### src/rtl/instr_loader_if.sv
// Byte-stream, instruction-memory and pipeline-control signals of the instruction loader.
// The loader takes the master side and the surrounding system takes the slave side.
interface instr_loader_if #(
  parameter int DATA_WIDTH = 32
);
  logic [7:0]            i_rx_data;
  logic                  i_rx_valid;
  logic                  i_haltsignal;
  logic [DATA_WIDTH-1:0] o_instruccion;
  logic [DATA_WIDTH-1:0] o_address;
  logic                  o_loading;
  logic                  o_pipe_reset;
  logic                  o_pc_enable;
  logic                  o_busy;
  logic                  o_load_error;
  logic                  o_program_loaded;

  modport master (
    input  i_rx_data, i_rx_valid, i_haltsignal,
    output o_instruccion, o_address, o_loading, o_pipe_reset,
           o_pc_enable, o_busy, o_load_error, o_program_loaded
  );

  modport slave (
    output i_rx_data, i_rx_valid, i_haltsignal,
    input  o_instruccion, o_address, o_loading, o_pipe_reset,
           o_pc_enable, o_busy, o_load_error, o_program_loaded
  );
endinterface

### src/rtl/instr_loader.sv
// Serial program loader: assembles received bytes into instruction words, writes them to
// instruction memory, then runs or single-steps the pipeline on command bytes.
module instr_loader #(
  parameter int         DATA_WIDTH = 32,
  parameter int         SIZEOP     = 6,
  parameter int         MEM_DEPTH  = 32,
  parameter logic [7:0] CMD_LOAD   = 8'h4C,
  parameter logic [7:0] CMD_RUN    = 8'h52,
  parameter logic [7:0] CMD_STEP   = 8'h53
) (
  input  logic           i_clock,
  input  logic           i_reset,
  instr_loader_if.master bus
);

  localparam int                IDX_W    = (MEM_DEPTH > 1) ? $clog2(MEM_DEPTH) : 1;
  localparam logic [IDX_W-1:0]  LAST_IDX = IDX_W'(MEM_DEPTH - 1);
  localparam logic [SIZEOP-1:0] HALT_OP  = '1;

  localparam logic [2:0] S_IDLE  = 3'd0;
  localparam logic [2:0] S_LOAD  = 3'd1;
  localparam logic [2:0] S_WRITE = 3'd2;
  localparam logic [2:0] S_START = 3'd3;
  localparam logic [2:0] S_RUN   = 3'd4;
  localparam logic [2:0] S_STEP  = 3'd5;
  localparam logic [2:0] S_DONE  = 3'd6;

  logic [2:0]            state_q,     state_d;
  logic [1:0]            byte_cnt_q,  byte_cnt_d;
  logic [IDX_W-1:0]      index_q,     index_d;
  logic [DATA_WIDTH-1:0] shift_q,     shift_d;
  logic [DATA_WIDTH-1:0] addr_q,      addr_d;
  logic [DATA_WIDTH-1:0] instr_q,     instr_d;
  logic                  load_err_q,  load_err_d;
  logic                  loaded_q,    loaded_d;

  logic is_load;
  logic is_run;
  logic is_step;

  assign is_load = bus.i_rx_valid && (bus.i_rx_data == CMD_LOAD);
  assign is_run  = bus.i_rx_valid && (bus.i_rx_data == CMD_RUN);
  assign is_step = bus.i_rx_valid && (bus.i_rx_data == CMD_STEP);

  always_comb begin
    // NOTE: every signal assigned here gets a default first so no path can infer a latch.
    state_d    = state_q;
    byte_cnt_d = byte_cnt_q;
    index_d    = index_q;
    shift_d    = shift_q;
    addr_d     = addr_q;
    instr_d    = instr_q;
    load_err_d = load_err_q;
    loaded_d   = loaded_q;

    case (state_q)
      S_IDLE, S_DONE: begin
        if (is_load) begin
          state_d    = S_LOAD;
          byte_cnt_d = '0;
          index_d    = '0;
          shift_d    = '0;
          load_err_d = 1'b0;
          loaded_d   = 1'b0;
        end else if (is_run && loaded_q) begin
          state_d = S_START;
        end else if (is_step && loaded_q && (state_q == S_IDLE)) begin
          state_d = S_STEP;
        end
      end

      S_LOAD: begin
        if (bus.i_rx_valid) begin
          shift_d    = {shift_q[DATA_WIDTH-9:0], bus.i_rx_data};
          byte_cnt_d = byte_cnt_q + 2'd1;
          if (byte_cnt_q == 2'd3) begin
            // Latch the word and its index so the memory side sees them stable through WRITE and after.
            state_d = S_WRITE;
            addr_d  = DATA_WIDTH'(index_q);
            instr_d = shift_d;
          end
        end
      end

      S_WRITE: begin
        if (instr_q[DATA_WIDTH-1 -: SIZEOP] == HALT_OP) begin
          state_d  = S_IDLE;
          loaded_d = 1'b1;
        end else if (index_q == LAST_IDX) begin
          state_d    = S_IDLE;
          load_err_d = 1'b1;
        end else begin
          state_d    = S_LOAD;
          index_d    = index_q + 1'b1;
          byte_cnt_d = '0;
        end
      end

      S_START: state_d = S_RUN;

      S_RUN: begin
        if (bus.i_haltsignal) begin
          state_d = S_DONE;
        end
      end

      S_STEP: state_d = bus.i_haltsignal ? S_DONE : S_IDLE;

      default: state_d = S_IDLE;
    endcase
  end

  always_ff @(posedge i_clock or negedge i_reset) begin
    if (!i_reset) begin
      state_q    <= S_IDLE;
      byte_cnt_q <= '0;
      index_q    <= '0;
      shift_q    <= '0;
      addr_q     <= '0;
      instr_q    <= '0;
      load_err_q <= 1'b0;
      loaded_q   <= 1'b0;
    end else begin
      // NOTE: non-blocking assignments so every register updates from pre-edge values.
      state_q    <= state_d;
      byte_cnt_q <= byte_cnt_d;
      index_q    <= index_d;
      shift_q    <= shift_d;
      addr_q     <= addr_d;
      instr_q    <= instr_d;
      load_err_q <= load_err_d;
      loaded_q   <= loaded_d;
    end
  end

  // The halt flag gates the PC enable combinationally so the pipeline stops in the halt cycle.
  assign bus.o_loading        = (state_q == S_WRITE);
  assign bus.o_pipe_reset     = (state_q == S_START);
  assign bus.o_pc_enable      = ((state_q == S_RUN) || (state_q == S_STEP)) && !bus.i_haltsignal;
  assign bus.o_busy           = (state_q != S_IDLE) && (state_q != S_DONE);
  assign bus.o_address        = addr_q;
  assign bus.o_instruccion    = instr_q;
  assign bus.o_load_error     = load_err_q;
  assign bus.o_program_loaded = loaded_q;

endmodule

### src/flat_wrapper.sv
// flat-port wrapper written by rule: the top's interface ports become plain ports
module instr_loader_flat 
#(
  parameter int         DATA_WIDTH = 32,
  parameter int         SIZEOP     = 6,
  parameter int         MEM_DEPTH  = 32,
  parameter logic [7:0] CMD_LOAD   = 8'h4C,
  parameter logic [7:0] CMD_RUN    = 8'h52,
  parameter logic [7:0] CMD_STEP   = 8'h53
)
  (i_clock, i_reset, bus_i_rx_data, bus_i_rx_valid, bus_i_haltsignal, bus_o_instruccion, bus_o_address, bus_o_loading, bus_o_pipe_reset, bus_o_pc_enable, bus_o_busy, bus_o_load_error, bus_o_program_loaded);
  instr_loader_if #(.DATA_WIDTH(DATA_WIDTH)) bus_i ();
  input  logic i_clock;
  input  logic i_reset;
  input wire logic [$bits(bus_i.i_rx_data)-1:0] bus_i_rx_data;
  input wire logic [$bits(bus_i.i_rx_valid)-1:0] bus_i_rx_valid;
  input wire logic [$bits(bus_i.i_haltsignal)-1:0] bus_i_haltsignal;
  output wire logic [$bits(bus_i.o_instruccion)-1:0] bus_o_instruccion;
  output wire logic [$bits(bus_i.o_address)-1:0] bus_o_address;
  output wire logic [$bits(bus_i.o_loading)-1:0] bus_o_loading;
  output wire logic [$bits(bus_i.o_pipe_reset)-1:0] bus_o_pipe_reset;
  output wire logic [$bits(bus_i.o_pc_enable)-1:0] bus_o_pc_enable;
  output wire logic [$bits(bus_i.o_busy)-1:0] bus_o_busy;
  output wire logic [$bits(bus_i.o_load_error)-1:0] bus_o_load_error;
  output wire logic [$bits(bus_i.o_program_loaded)-1:0] bus_o_program_loaded;
  assign bus_i.i_rx_data = bus_i_rx_data;
  assign bus_i.i_rx_valid = bus_i_rx_valid;
  assign bus_i.i_haltsignal = bus_i_haltsignal;
  assign bus_o_instruccion = bus_i.o_instruccion;
  assign bus_o_address = bus_i.o_address;
  assign bus_o_loading = bus_i.o_loading;
  assign bus_o_pipe_reset = bus_i.o_pipe_reset;
  assign bus_o_pc_enable = bus_i.o_pc_enable;
  assign bus_o_busy = bus_i.o_busy;
  assign bus_o_load_error = bus_i.o_load_error;
  assign bus_o_program_loaded = bus_i.o_program_loaded;
  instr_loader #(.DATA_WIDTH(DATA_WIDTH), .SIZEOP(SIZEOP), .MEM_DEPTH(MEM_DEPTH), .CMD_LOAD(CMD_LOAD), .CMD_RUN(CMD_RUN), .CMD_STEP(CMD_STEP)) u_core (.i_clock(i_clock), .i_reset(i_reset), .bus(bus_i));
endmodule
### config.mk
export PLATFORM = sky130hd
export DESIGN_NAME = instr_loader_flat
export DESIGN_NICKNAME = d
export VERILOG_FILES = /design/src/rtl/instr_loader_if.sv /design/src/rtl/instr_loader.sv /design/src/flat_wrapper.sv
export SDC_FILE = /design/constraint.sdc
export NUM_CORES = 1
export LEC_CHECK = 0
export BUFFER_PORTS_ARGS = -buffer_cell sky130_fd_sc_hd__buf_2
export CORE_AREA = 5 5 99 101
export CTS_CLUSTER_DIAMETER = 50
export DETAILED_ROUTE_END_ITERATION = 6
export DIE_AREA = 0 0 104 106
export PLACE_DENSITY = 0.68
export REMOVE_ABC_BUFFERS = 1
export SLEW_MARGIN = 20
export SYNTH_ARGS = -nofsm -noshare
export SYNTH_HDL_FRONTEND = slang
export SYNTH_SLANG_ARGS = --single-unit
### constraint.sdc
create_clock -name i_clock -period 4.87 [get_ports i_clock]
set_input_delay 0.487 -clock i_clock [delete_from_list [all_inputs] [get_ports i_clock]]
set_output_delay 0.487 -clock i_clock [all_outputs]
set_load 0.01 [all_outputs]
Word-level counts from Yosys, hierarchy flattened
Index checks and enable logic that the tools add are counted.
- register bits after elaboration: 73
- latch bits: 0
- bits in writable memories: 0
- memory bits (read-only): 0
- output and inout bits: 70
- logic and storage cells: 83
- memories kept: 0
- $add $sub $neg: 2
- $mul: 0
- divide/modulo/power cells: 0
- order comparisons: 0
- equal/unequal tests: 22
- shift operators: 0
- muxes and demuxes: 28
- bitwise logic cells: 0
- reductions and logical operators: 23
- operators with widths (cell ; count):
    24-bit two-way mux ; 2
    24-bit one-hot mux with 2 select lines ; 1
    8-bit by 7-bit == test with 1-bit output, second input constant ; 3
    3-bit two-way mux ; 8
    3-bit one-hot mux with 6 select lines ; 1
    5-bit two-way mux ; 3
    4-bit AND reduction ; 3
    5-bit one-hot mux with 2 select lines ; 1
    3-bit == test, second input constant ; 3
    3-bit AND reduction ; 3
    1-bit logical AND ; 8
    2-bit two-way mux ; 4
    2-bit by 1-bit inequality test with 1-bit output, second input constant ; 4
    2-bit inequality test, second input constant ; 4
    3-bit by 2-bit == test with 1-bit output, second input constant ; 2
    6-bit == test, second input constant ; 1
    2-bit one-hot mux with 3 select lines ; 1
    3-bit nonzero test ; 2
    5-bit by 1-bit adder with 5-bit output, second input constant ; 1
    5-bit == test, second input constant ; 1
    1-bit two-way mux ; 5
    5-bit AND reduction ; 1
    4-bit by 1-bit inequality test with 1-bit output, second input constant ; 1
    1-bit one-hot mux with 2 select lines ; 2
    other kinds (9) ; 10

Longest topological paths before layout
- depth after elaboration: 8
- gate-level depth with buffers: 8
- depth with buffers taken out: 8

Worst setup path after synthesis
No wires, ideal clock.
- path kind: reg-to-reg
- start point: register u_core.state_q[1]
- end point: register u_core.instr_q[10], in the netlist u_core.bus.o_instruccion[10]
- setup time: 127 ps
- data arrival time: 1662 ps
- required time: 4743 ps
- path slack: 3081 ps
- cell stages (with the launch flop): 7
- path buffers: 3
- clock period less this slack: 1789 ps
- path through: dfrtp_1 buf_2 nor3b_4 and3_1 buf_4 buf_6 mux2_1
- word-level cells in the longest chain between the ends: 2
- RTL lines (item ; RTL line ; text):
    from (decl) ; instr_loader.sv:28 ; logic [2:0] state_q, state_d;
    from (signal assigned) ; instr_loader.sv:125 ; state_q <= state_d;
    3-bit by 1-bit == test with 1-bit output ; instr_loader.sv:56 ; case (state_q)
    3-bit AND reduction (no line) ; -- ;
    to (signal assigned) ; instr_loader.sv:130 ; instr_q <= instr_d;
    to (decl) ; instr_loader.sv:33 ; logic [DATA_WIDTH-1:0] instr_q, instr_d;
No other way between the ends.
A chain may end at the register's enable or synchronous reset.

Worst setup path in the final report
- start point: register u_core.state_q[0]
- end point: register u_core.addr_q[3], in the netlist u_core.bus.o_address[3]
- word-level cells in the longest chain between the ends: 2
- RTL lines (item ; RTL line ; text):
    3-bit by 1-bit == test with 1-bit output ; instr_loader.sv:56 ;
    3-bit AND reduction (no line) ; -- ;
    to (signal assigned) ; instr_loader.sv:129 ; addr_q <= addr_d;
    to (decl) ; instr_loader.sv:32 ; logic [DATA_WIDTH-1:0] addr_q, addr_d;
No other way between the ends.

==> results_dict.tcl <==
set metrics [dict create \
    status "finished clean" \
    hold_viol 0 \
    power.density_mw_per_mm2 415 \
    fp.dieArea_mm2 0.0110 \
    worstMarginPinSlew_ns 1.04 \
    diodes 0 \
    routed_via_density 4.77 \
    cp-start-kind "flop" \
    maxCapViolCount 0 \
    clock_latency_ns 0.34 \
    dp_cells 462 \
    io_buffer_count 54 \
    setup_viol 0 \
    max_freq_mhz 334 \
    drive_above_1_share_pct 23.1 \
    grt_pass1_vias 2212 \
    die_w_um 104 \
    synth_mux_area_share_pct 13.4 \
    syn_inst 311 \
    clock_sinks 73 \
    synth_area_per_cell_um2 11.0 \
    power_frac_seq_pct 48.1 \
    cp_cell_sequence "nor3b_4 > and3_2 > mux2_2" \
    critPathSlowestCell "nor3b_4" \
    fin_crit_ns 2.99 \
    cts_tree "yes" \
    ioPinCount 82 \
    syn2layout_area_growth_pct 13.1 \
    start_util_pct 38.3 \
    path_class "flop to flop" \
    clkTransAtPathRegs_ns 0.07 \
    fp.dieH_um 106 \
    vias 2285 \
    cp.required_ns 5.09 \
    grt_usage_pct 12.1 \
    antenna_found_initial 0 \
    htree_levels 3 \
    core_area_mm2 0.00893 \
    p_comb_share_pct 25.3 \
    reg2regPathDepth 3 \
    p_sw_uw 527 \
    clock_path_buffers 2 \
    relSlewSlack_pct 30.9 \
    clock_power_share_pct 26.7 \
    tns_ns 0 \
    ir_drop_mv 0.182 \
    yosys_warnings 0 \
    cts-resized-gates 0 \
    syn_area_mm2 0.00342 \
    routedWlPerCell_um 13.5 \
    drv_slew 0 \
    r2r_slack_ns 1.88 \
    endpoint_kind "flop" \
    synth_compound_area_share_pct 8.71 \
    ys_seq_area_share_pct 53.4 \
    p_leak_nw 1.97 \
    rsz0062_at_grt "false" \
    ys_seq_elements 73 \
    cts_buffers 9 \
    synth_top_family_by_area "multiplexers" \
    rr_endpoint "u_core.bus.o_address[3]" \
    dpl.hpwl_mm 4.73 \
    drc 0 \
    fin_skew_ns 0.00612 \
    r2r_start "u_core.state_q[0]" \
    hold_class "input pin to async pin" \
    synth_fa_ha_area_share_pct 1.10 \
    clockRootBuffer "clkbuf_8" \
    antenna_left 0 \
    yosys.area_share.simple_pct 13.3 \
    final_nets 378 \
    instances_no_fill 479 \
    internal-power_mw 1.08 \
    postCtsHoldBufs 0 \
    grt_max_degree 50 \
    num_rows 35 \
    grt_overflow 0 \
    grt_pass1_wl_mm 10.9 \
    post-cts-setup-buffer-count 0 \
    drtIter0Drc 111 \
    ys_types 41 \
    max_stage_delay_ns 0.93 \
    drt_wl_total_mm 6.49 \
    switching_share_pct 32.8 \
    fin_crit_sh_pct 61.4 \
    synthXorXnorAreaFrac_pct 0.768 \
    drt_pass1_iterations 4 \
    critPathMaxFanout 37 \
    routabilityCongestion 0.836 \
    arrival_ns 3.21 \
]
==> cell usage after synthesis <==
cell type  number  share of area (%)
o31a_1          2               0.51
nor2_1         11                1.2
nor3b_4         1               0.55
o21ai_0        21                3.1
a2bb2oi_1       1               0.26
nand2b_1        2               0.37
ha_1            3                1.1
nand2_1        59                6.5
nor2b_1         3               0.55
buf_6           3               0.99
and3_1          3               0.55
o21ai_1         7                1.0
mux2_1         30                9.9
conb_1          1               0.11
xor2_1          3               0.77
nand4bb_1       2               0.66
o32a_1          1               0.29
mux2i_1         3               0.88
a22o_1          3               0.77
clkbuf_1        5               0.55
dfrtp_1        73                 53
nor3_2          1               0.29
mux2_2          8                2.6
o22ai_1         1               0.18
and2_1          2               0.37
a21oi_1         6               0.88
a21o_1          1               0.22
o211a_1         1               0.29
nand4_1         4               0.73
nor3_1          1               0.15
nor3b_2         1               0.37
o31ai_1         1               0.22
nand3b_1        1               0.22
and4bb_2        1               0.37
o2bb2ai_1       2               0.51
o221ai_1        1               0.26
a211oi_1        1               0.22
buf_4          30                6.6
inv_1           6               0.66
buf_2           3               0.44
nor3b_1         2               0.44
==> power by group through the flow <==
stage	Clock [mW]	Sequential (mW)	Combinational, mW
after global placement	0	0.780	0.394
after global routing	0.469	0.786	0.457
after CTS	0.442	0.771	0.404
after floorplan	0	0.783	0.252
final	0.428	0.772	0.406
after detailed placement	0	0.783	0.402
==> sequential cells by signal, summed over array words and instances, names as in the netlist <==
signal                       count
u_core.bus.o_instruccion        32
u_core.bus.o_program_loaded      1
u_core.shift_q                  24
u_core.index_q                   5
u_core.bus.o_load_error          1
u_core.bus.o_address             5
u_core.state_q                   3
u_core.byte_cnt_q                2
==> per-layer routing <==
layer  share of wire [%]  vias to the layer above  global-route usage, %
met5                   0                        -                      0
met4                 1.2                        0                   4.26
met3                 7.7                        9                   5.53
met2                  46                       60                   18.1
met1                  45                     1101                   15.6
li1                    -                     1115                      -
==> stage by stage <==
stage / power [mW] / cell area (µm²) / setup WS, ns / hold WS [ns] / utilization (%)
floorplan: 1.04 / 3220 / 1.70 / 0.191 / -
global placement: 1.17 / 3650 / 1.94 / 0.463 / 40.9
detailed placement: 1.19 / 3650 / 1.85 / 0.471 / 40.9
CTS: 1.62 / 3840 / 1.83 / 0.381 / 42.9
global route: 1.71 / 3870 / 1.61 / 0.202 / 43.3
finish: 1.61 / 3870 / 1.88 / 0.159 / 43.3
==> worst max-delay path, delay by kind of cell (launching register included) <==
kind | cells | cell delay [ns]
and+or+nand+nor | 2 | 1.83
DFF | 1 | 0.62
muxes | 1 | 0.41
==> kinds of logic after synthesis <==
group | after synthesis
and+or+nand+nor | 94
xor gates and xnor gates | 3
other | 1
DFF | 73
AOI/OAI and AO/OA | 49
adders and majority gates | 3
buffers and inverters | 47
muxes | 41
==> worst max-delay path by stage <==
stage                      startpoint                      end  depth (start not counted)
floorplan           u_core.state_q[2]       u_core.shift_q[10]                          5
global placement    u_core.state_q[0]  u_core.bus.o_address[0]                          3
detailed placement  u_core.state_q[0]  u_core.bus.o_address[4]                          3
CTS                 u_core.state_q[0]  u_core.bus.o_address[2]                          3
global route        u_core.state_q[0]  u_core.bus.o_address[2]                          3
finish              u_core.state_q[0]  u_core.bus.o_address[3]                          3
==> layout by cell type (no fill, tap or decap), types with 3 or more instances in the layout <==
cell	instances
xor2_1	3
nor2_1	11
conb_1	27
o21ai_1	7
mux2_1	30
nand2_1	59
nor2b_1	3
mux2_2	8
ha_1	3
inv_1	6
a21oi_1	6
buf_2	53
dfrtp_1	73
nand4_1	4
a22o_1	3
o21ai_0	21
clkbuf_8	11
==> area by class of cell <==
| class | instances | area (µm²) |
|---|---|---|
| multi-input cells | 217 | 1390 |
| clock inverters | 4 | 26.3 |
| flip-flops and latches | 73 | 1830 |
| well taps | 111 | 139 |
| clock buffers | 12 | 155 |
| inverters | 6 | 22.5 |
| repair buffers | 56 | 308 |
| fillers | 865 | 5070 |
(Power assumes the default switching activity.)
